--- config.mk ---
export PLATFORM = sky130hd
export DESIGN_NAME = cop0_exception_flat
export DESIGN_NICKNAME = d
export VERILOG_FILES = /design/src/rtl/cop0_exception_if.sv /design/src/rtl/cop0_exception.sv /design/src/flat_wrapper.sv
export SDC_FILE = /design/constraint.sdc
export NUM_CORES = 1
export LEC_CHECK = 0
export ABC_AREA = 1
export ABC_CLOCK_PERIOD_IN_PS = 1450
export BUFFER_PORTS_ARGS = -buffer_cell sky130_fd_sc_hd__buf_2
export CORE_AREA = 2 2 98 137
export DETAILED_ROUTE_END_ITERATION = 8
export DIE_AREA = 0 0 100 139
export PLACE_DENSITY_LB_ADDON = 0.05
export SETUP_SLACK_MARGIN = 0.4
export SLEW_MARGIN = 20
export SYNTH_ARGS = -nofsm -noshare
export SYNTH_HDL_FRONTEND = slang
export SYNTH_SLANG_ARGS = --single-unit
--- constraint.sdc ---
create_clock -name clk -period 1.45 [get_ports clk]
set_input_delay 0.29 -clock clk [delete_from_list [all_inputs] [get_ports clk]]
set_output_delay 0.29 -clock clk [all_outputs]
set_load 0.01 [all_outputs]
--- src/rtl/cop0_exception_if.sv ---
// CP0 exception-unit bus between the control decoder (master) and CP0 (slave).
// Optional feature macro: CP0_IRQ_EN adds the level-sensitive irq line.
interface cop0_exception_if;
  logic        valid;
  logic        exc_ri;
  logic        exc_sys;
  logic        exc_ret;
  logic        cowrite;
  logic [4:0]  co_addr;
  logic [31:0] co_wdata;
  logic [31:0] pc;
`ifdef CP0_IRQ_EN
  logic        irq;
`endif
  logic [31:0] co_rdata;
  logic        user_mode;
  logic        redirect;
  logic [31:0] redirect_pc;

  modport master (
`ifdef CP0_IRQ_EN
    output irq,
`endif
    output valid, exc_ri, exc_sys, exc_ret, cowrite, co_addr, co_wdata, pc,
    input  co_rdata, user_mode, redirect, redirect_pc
  );

  modport slave (
`ifdef CP0_IRQ_EN
    input  irq,
`endif
    input  valid, exc_ri, exc_sys, exc_ret, cowrite, co_addr, co_wdata, pc,
    output co_rdata, user_mode, redirect, redirect_pc
  );
endinterface

--- src/rtl/cop0_exception.sv ---
// CP0 exception unit: STATUS/CAUSE/EPC, exception/ERET sequencing and a
// one-cycle registered PC redirect. Optional macro CP0_IRQ_EN enables the
// external interrupt (INT) source.
module cop0_exception (
  input  logic               clk,
  input  logic               reset,
  cop0_exception_if.slave    bus
);
  typedef enum logic {IDLE, FLUSH} state_t;

  localparam logic [4:0]  IDX_STATUS = 5'd12;
  localparam logic [4:0]  IDX_CAUSE  = 5'd13;
  localparam logic [4:0]  IDX_EPC    = 5'd14;
  localparam logic [4:0]  CODE_INT   = 5'd0;
  localparam logic [4:0]  CODE_SYS   = 5'd8;
  localparam logic [4:0]  CODE_RI    = 5'd10;
  localparam logic [31:0] EXC_VECTOR = 32'h0000_0080;

  state_t      state, state_d;
  logic        ie, pie, um, pum;
  logic        ie_d, pie_d, um_d, pum_d;
  logic [4:0]  code, code_d;
  logic [31:0] epc, epc_d;
  logic        redirect, redirect_d;
  logic [31:0] redirect_pc, redirect_pc_d;
  logic        int_req;
  logic        exc_take;
  logic [4:0]  exc_code;

`ifdef CP0_IRQ_EN
  assign int_req = bus.irq & ie;
`else
  assign int_req = 1'b0;
`endif

  // Event selection and next-state computation for the FSM and CP0 registers
  always_comb begin
    state_d       = state;
    ie_d          = ie;
    pie_d         = pie;
    um_d          = um;
    pum_d         = pum;
    code_d        = code;
    epc_d         = epc;
    redirect_d    = 1'b0;
    redirect_pc_d = redirect_pc;
    exc_take      = 1'b0;
    exc_code      = CODE_INT;

    unique case (state)
      IDLE: begin
        if (bus.valid) begin
          if (bus.exc_ri) begin
            exc_take = 1'b1;
            exc_code = CODE_RI;
          end else if (bus.exc_sys) begin
            exc_take = 1'b1;
            exc_code = CODE_SYS;
          end else if (int_req) begin
            exc_take = 1'b1;
            exc_code = CODE_INT;
          end

          if (exc_take) begin
            epc_d         = bus.pc;
            code_d        = exc_code;
            pum_d         = um;
            pie_d         = ie;
            um_d          = 1'b0;
            ie_d          = 1'b0;
            redirect_d    = 1'b1;
            redirect_pc_d = EXC_VECTOR;
            state_d       = FLUSH;
          end else if (bus.exc_ret) begin
            um_d          = pum;
            ie_d          = pie;
            redirect_d    = 1'b1;
            redirect_pc_d = epc;
            state_d       = FLUSH;
          end else if (bus.cowrite) begin
            unique case (bus.co_addr)
              IDX_STATUS: begin
                ie_d  = bus.co_wdata[0];
                pie_d = bus.co_wdata[1];
                um_d  = bus.co_wdata[4];
                pum_d = bus.co_wdata[5];
              end
              IDX_CAUSE: code_d = bus.co_wdata[6:2];
              IDX_EPC:   epc_d  = bus.co_wdata;
              default:   ;
            endcase
          end
        end
      end
      FLUSH: state_d = IDLE;
      default: state_d = IDLE;
    endcase
  end

  // State and register update with synchronous reset
  always_ff @(posedge clk) begin
    if (reset) begin
      state       <= IDLE;
      ie          <= 1'b0;
      pie         <= 1'b0;
      um          <= 1'b0;
      pum         <= 1'b0;
      code        <= '0;
      epc         <= '0;
      redirect    <= 1'b0;
      redirect_pc <= '0;
    end else begin
      state       <= state_d;
      ie          <= ie_d;
      pie         <= pie_d;
      um          <= um_d;
      pum         <= pum_d;
      code        <= code_d;
      epc         <= epc_d;
      redirect    <= redirect_d;
      redirect_pc <= redirect_pc_d;
    end
  end

  // MFC0 read mux on current register contents
  always_comb begin
    bus.co_rdata = '0;
    unique case (bus.co_addr)
      IDX_STATUS: bus.co_rdata = {26'd0, pum, um, 2'b00, pie, ie};
      IDX_CAUSE:  bus.co_rdata = {25'd0, code, 2'b00};
      IDX_EPC:    bus.co_rdata = epc;
      default:    bus.co_rdata = '0;
    endcase
  end

  assign bus.user_mode   = um;
  assign bus.redirect    = redirect;
  assign bus.redirect_pc = redirect_pc;
endmodule

--- src/flat_wrapper.sv ---
// flat-port wrapper written by rule: the top's interface ports become plain ports
module cop0_exception_flat 
  (clk, reset, bus_valid, bus_exc_ri, bus_exc_sys, bus_exc_ret, bus_cowrite, bus_co_addr, bus_co_wdata, bus_pc, bus_co_rdata, bus_user_mode, bus_redirect, bus_redirect_pc);
  cop0_exception_if bus_i ();
  input  logic clk;
  input  logic reset;
  input wire logic [$bits(bus_i.valid)-1:0] bus_valid;
  input wire logic [$bits(bus_i.exc_ri)-1:0] bus_exc_ri;
  input wire logic [$bits(bus_i.exc_sys)-1:0] bus_exc_sys;
  input wire logic [$bits(bus_i.exc_ret)-1:0] bus_exc_ret;
  input wire logic [$bits(bus_i.cowrite)-1:0] bus_cowrite;
  input wire logic [$bits(bus_i.co_addr)-1:0] bus_co_addr;
  input wire logic [$bits(bus_i.co_wdata)-1:0] bus_co_wdata;
  input wire logic [$bits(bus_i.pc)-1:0] bus_pc;
  output wire logic [$bits(bus_i.co_rdata)-1:0] bus_co_rdata;
  output wire logic [$bits(bus_i.user_mode)-1:0] bus_user_mode;
  output wire logic [$bits(bus_i.redirect)-1:0] bus_redirect;
  output wire logic [$bits(bus_i.redirect_pc)-1:0] bus_redirect_pc;
  assign bus_i.valid = bus_valid;
  assign bus_i.exc_ri = bus_exc_ri;
  assign bus_i.exc_sys = bus_exc_sys;
  assign bus_i.exc_ret = bus_exc_ret;
  assign bus_i.cowrite = bus_cowrite;
  assign bus_i.co_addr = bus_co_addr;
  assign bus_i.co_wdata = bus_co_wdata;
  assign bus_i.pc = bus_pc;
  assign bus_co_rdata = bus_i.co_rdata;
  assign bus_user_mode = bus_i.user_mode;
  assign bus_redirect = bus_i.redirect;
  assign bus_redirect_pc = bus_i.redirect_pc;
  cop0_exception u_core (.clk(clk), .reset(reset), .bus(bus_i));
endmodule
Yosys cells after proc, flatten, opt, wreduce, memory -nomap -nowiden

Cells that the tools add are included.

Latch bits: 0
Memories kept: 0
Output and inout port bits: 66
Input bits: 76
Flip-flop bits (word level): 75
Bits in read-only memories: 0
RAM bits: 0
Word-level logic and storage cells: 64

Div/mod/pow operators: 0
$add $sub $neg: 0
Shift-type cells: 0
Multiply operators: 0
Equal/unequal tests: 4
Bitwise gates (word level): 1
Reduce and logical (&&, ||, !) cells: 13
$lt $le $gt $ge: 0
Mux-type cells: 37

Operator list:

| cell                                                             | count |
|---|---|
| 32-bit 2-to-1 mux                                                | 6 |
| 32-bit one-hot mux with 3 select lines                           | 1 |
| 5-bit 2-to-1 mux                                                 | 5 |
| 1-bit 2-to-1 mux                                                 | 23 |
| 5-bit by 4-bit == test with 1-bit output (second input constant) | 3 |
| 5-bit AND reduction                                              | 3 |
| 2-bit nonzero test                                               | 5 |
| 3-bit nonzero test                                               | 2 |
| 4-bit 2-to-1 mux                                                 | 1 |
| 4-bit AND reduction                                              | 1 |
| 3-bit AND reduction                                              | 1 |
| 2-bit by 1-bit != test with 1-bit output (second input constant) | 1 |
| 1-bit one-hot mux with 2 select lines                            | 1 |
| 2-bit OR reduction                                               | 1 |
| 1-bit NOT                                                        | 1 |

Depth between registers and ports, before layout

Depth in word-level cells: 7
Mapped depth: 8
Mapped depth without buffers: 8

Worst setup path before layout

Ideal clock, no wire load.

Path type: input to output
From: input port bus_co_addr[3]
To: output port bus_co_rdata[10]
Stages: 5
Required time: 1.160 ns
Setup slack: 0.179 ns
Data arrival time: 0.981 ns
Buffers on the path: 1
Cells stage by stage: nand2_1 nor2_2 nand2_2 buf_1 nor2_1

Longest elaborated chain between the ends: 2
Elaborated cells between the ends (all ways): 4
Those cells by class: 3 x eq/ne; 1 x mux

RTL lines:

| what                                       | RTL line              | RTL |
|---|---|---|
| start, declared                            | flat_wrapper.sv:12    | `input wire logic [$bits(bus_i.co_addr)-1:0] bus_co_addr;` |
| 5-bit by 4-bit == test with 1-bit output   | cop0_exception.sv:128 | `unique case (bus.co_addr)` |
| 32-bit one-hot mux with 3 select lines (*) | cop0_exception.sv:128 |  |
| end, declared                              | flat_wrapper.sv:15    | `output wire logic [$bits(bus_i.co_rdata)-1:0] bus_co_rdata;` |

Mark *: on every way between the ends. The rest lies on a longest branch, timed or not.

Final worst setup path

From: input port bus_co_addr[3]
To: output port bus_co_rdata[5]

Same word-level chain as after synthesis.

==> out/qor.txt <==
Number of nets in the synthesized netlist -> 722
Compound-cell area share of the yosys netlist -> 0.1125
Total Power -> 0.005815 W
Final critical-path required period -> 1.435 ns
Number of global-route vias before repair -> 4499
Worst-margin pin slew -> 0.3725 ns
Proportion of synthesized chip area in sequential cells -> 0.3741
Port-buffer cells -> 141
Count of unique library cells instantiated by Yosys -> 22
R2r endpoint -> u_core.epc[22]
H-tree levels -> 3
Area share of xor/xnor cells in the synthesized design -> 0
Crit Path Category -> in2out
Warnings, synthesis -> 0
Filler cells -> 1274
Post-Synthesis Mean Instance Area -> 6.130 um^2
Count of final max-slew check failures -> 0
Area share of the leading cell type in the synthesized netlist -> 0.3741
Area overhead of the layout relative to synthesis -> 76.49%
Post-synthesis adder-cell area fraction -> 0
Routed len/inst -> 14.66 um
Reported net switching power -> 0.001767 W
Launching instance or port of the critical path -> bus_co_addr[3]
Final layout net count -> 901
CP startpoint kind -> input port
Total overflow reported by the global router -> 0
Crit. End Element -> output port
WHS -> 0.3252 ns
Period utilisation layout -> 0.9895
Hold/Removal Path Class -> in2reg
Clock group share of total power -> 0.368
GRT Total Usage -> 0.2048
Clock tree sinks -> 74
Number of violations of the max-capacitance limit -> 0
Largest area contributor in the synthesized netlist -> sky130_fd_sc_hd__dfxtp_1
Cell area power density -> 831.9 nW/um^2
Antenna cell count -> 0
Die H -> 139 um
Routability-driven placement congestion ratio -> 0.7845
Critical Path RT -> 1.16 ns
Switching power share of the total -> 0.3039
Run status -> finished, final reports clean
Number of violations reported at the end of detailed-routing iteration 0 -> 115
WL final -> 14410 um
Worst reg2reg path depth -> 9
Wire length of the first global-routing pass -> 22450 um
Highest net fanout along the worst path -> 5
Flip-flop and latch count after synthesis -> 74
Site row count -> 49
Synth Area in Simple Gates -> 0.3539
Starting Density -> 0.3105
Unrepaired setup endpoints after global routing -> yes
Buffers from clock root to sink, at most -> 2
Seq pwr share -> 0.389
Final count of hold timing violations -> 0
Antenna violations before repair -> 0
Worst setup endpoint -> bus_co_rdata[5]
Worst slew margin relative to its limit -> 0.7513
Setup WS pre-CTS -> -0.1083 ns
Setup Skew -> 0.005708 ns
Final number of setup-violating endpoints -> 0
Part of the total power dissipated in combinational logic -> 0.244
PnR worst setup slack -> 0.01525 ns
Post-synthesis cell count -> 646
Number of detailed-route iterations in the first pass -> 4
Area enclosed by the die boundary -> 13900 um^2
Clock tree from TritonCTS -> built
Maximum vdd drop -> 0.0005622 V
CTS Buf Count -> 9
Final routed DRC violation total -> 0
Internal power summed over all cells -> 0.004048 W
Fraction of layout cells with a size suffix above 1 -> 0.4964
Startpoint of the lowest-slack hold path -> bus_co_wdata[5]
Via-per-instance ratio -> 4.668
HPWL Detailed -> 9378 um
Antenna Violating Nets Remaining -> 0
Worst-Skew Late Latency -> 0.34 ns
Root cell of the clock tree -> sky130_fd_sc_hd__clkbuf_16
Final core utilization -> 0.5481
Leakage power summed over all cells -> 3.258 nW
Multiplexer share of the synthesized area -> 0
Top area cells in the synthesized netlist -> sky130_fd_sc_hd__dfxtp_1, sky130_fd_sc_hd__nor2_1, sky130_fd_sc_hd__inv_1
Minimum setup slack among reg-to-reg paths -> 0.11 ns
I/O Pins -> 142
Number of vias after detailed routing -> 4589
Maximum number of pins on one net before global-route repair -> 42
Post-Synthesis Cell Area -> 3960 um^2
Clock transition at path regs -> 0.06 ns
FMAX -> 0.6970 GHz
Worst reg2reg startpoint -> u_core.bus.redirect
Die outline width -> 100 um
Largest family of logic cells by synthesized area -> simple AND/OR/NAND/NOR gates
Core footprint -> 12750 um^2
Arrival @ worst endpoint -> 1.14 ns
==> cell usage after synthesis, drive strengths merged <==
| library cell | instances |
|---|---|
| o211ai | 2 |
| nand2 | 100 |
| clkbuf | 7 |
| buf | 33 |
| a22o | 3 |
| a21oi | 41 |
| nand3 | 68 |
| nor3 | 1 |
| o21ai | 36 |
| nand3b | 2 |
| nor2 | 172 |
| inv | 106 |
| dfxtp | 74 |
| o21bai | 1 |
==> power groups by stage <==
stage	combinational (W)	clock (W)	sequential, W
2_1_floorplan	0.000698	0	0.00227
3_3_place_gp	0.000994	0	0.00229
3_5_place_dp	0.00101	0	0.00229
4_1_cts	0.00131	0.00218	0.00225
5_1_grt	0.00155	0.00227	0.00227
6_report	0.00142	0.00214	0.00226
==> routing by layer <==
metal / share of wire / track usage
met5: 0 / 0
met3: 0.037 / 0.02621
met4: 0.023 / 0.07931
met1: 0.40 / 0.2297
met2: 0.54 / 0.3841
==> critical path, stage by stage <==
cell and delay [ns]:
sky130_fd_sc_hd__buf_8 0.08, sky130_fd_sc_hd__nand2_8 0.05, sky130_fd_sc_hd__nor2_4 0.15, sky130_fd_sc_hd__buf_4 0.16, sky130_fd_sc_hd__nand2_4 0.06, sky130_fd_sc_hd__o211ai_1 0.19
sky130_fd_sc_hd__buf_2 0.16
==> sequential cells by signal (all words and copies together) (netlist names) <==
name and flops:
u_core.bus.redirect_pc 32, u_core.epc 32, u_core.code 5, u_core.bus.redirect 1, u_core.ie 1, u_core.pie 1
u_core.pum 1, u_core.bus.user_mode 1
==> cell usage in the layout (no fill, tap or decap), types with 13 or more instances in the layout <==
cell type | Yosys | routed
sky130_fd_sc_hd__nor2_1 | 170 | 143
sky130_fd_sc_hd__inv_1 | 105 | 96
sky130_fd_sc_hd__buf_2 | 19 | 92
sky130_fd_sc_hd__nand2_1 | 96 | 80
sky130_fd_sc_hd__buf_6 | 6 | 57
sky130_fd_sc_hd__nand3_1 | 68 | 47
sky130_fd_sc_hd__dfxtp_2 | 0 | 37
sky130_fd_sc_hd__a21oi_2 | 0 | 35
sky130_fd_sc_hd__dfxtp_1 | 74 | 35
sky130_fd_sc_hd__o21ai_2 | 0 | 28
sky130_fd_sc_hd__buf_4 | 4 | 27
sky130_fd_sc_hd__nor2_4 | 1 | 24
sky130_fd_sc_hd__nand3_2 | 0 | 20
sky130_fd_sc_hd__clkbuf_16 | 0 | 13
sky130_fd_sc_hd__buf_12 | 0 | 13
==> final cells by class <==
class                      instances  area (um^2)  share of cell area
clock inverter                     5        38.79            0.005550
tap                              153        191.4             0.02739
inverter                         106        415.4             0.05943
timing repair buffer             208         2003              0.2866
sequential                        74         1535              0.2197
clock buffer                      11        242.7             0.03473
multi-input combinational        426         2562              0.3666
==> stage by stage <==
step / instances / TNS [ns] / area, um^2
after floorplan: 646 / 0 / 4436
after global placement: 930 / -0.2365 / 5348
after detailed placement: 930 / -0.3318 / 5348
after CTS: 976 / 0 / 6623
after global routing: 983 / -0.3038 / 6989
final: 983 / 0 / 6989
==> cell families (layout without fill, tap and decap cells) <==
logic type	count (synthesis)	after routing
AOI/OAI and AO/OA	83	83
buffers and inverters	146	330
DFF	74	74
and+or+nand+nor	343	343
==> worst min-delay path by stage <==
| stage | cells after the start | to |
|---|---|---|
| floorplan | 2 | u_core.code[0] |
| global placement | 2 | u_core.bus.redirect_pc[23] |
| detailed placement | 2 | u_core.bus.redirect_pc[6] |
| CTS | 5 | u_core.code[3] |
| global route | 5 | u_core.code[3] |
| finish | 5 | u_core.code[3] |
==> what timing repair did <==
item | 4_1_cts | 5_1_grt
cloned | 8 | 4
setup buffers | 22 | 3
setup endpoints to repair | 139 | 140
pin swaps | 27 | 26
hold buffers | 0 | 0
resized for setup | 161 | 59
Power figures use the tool's default switching activity.
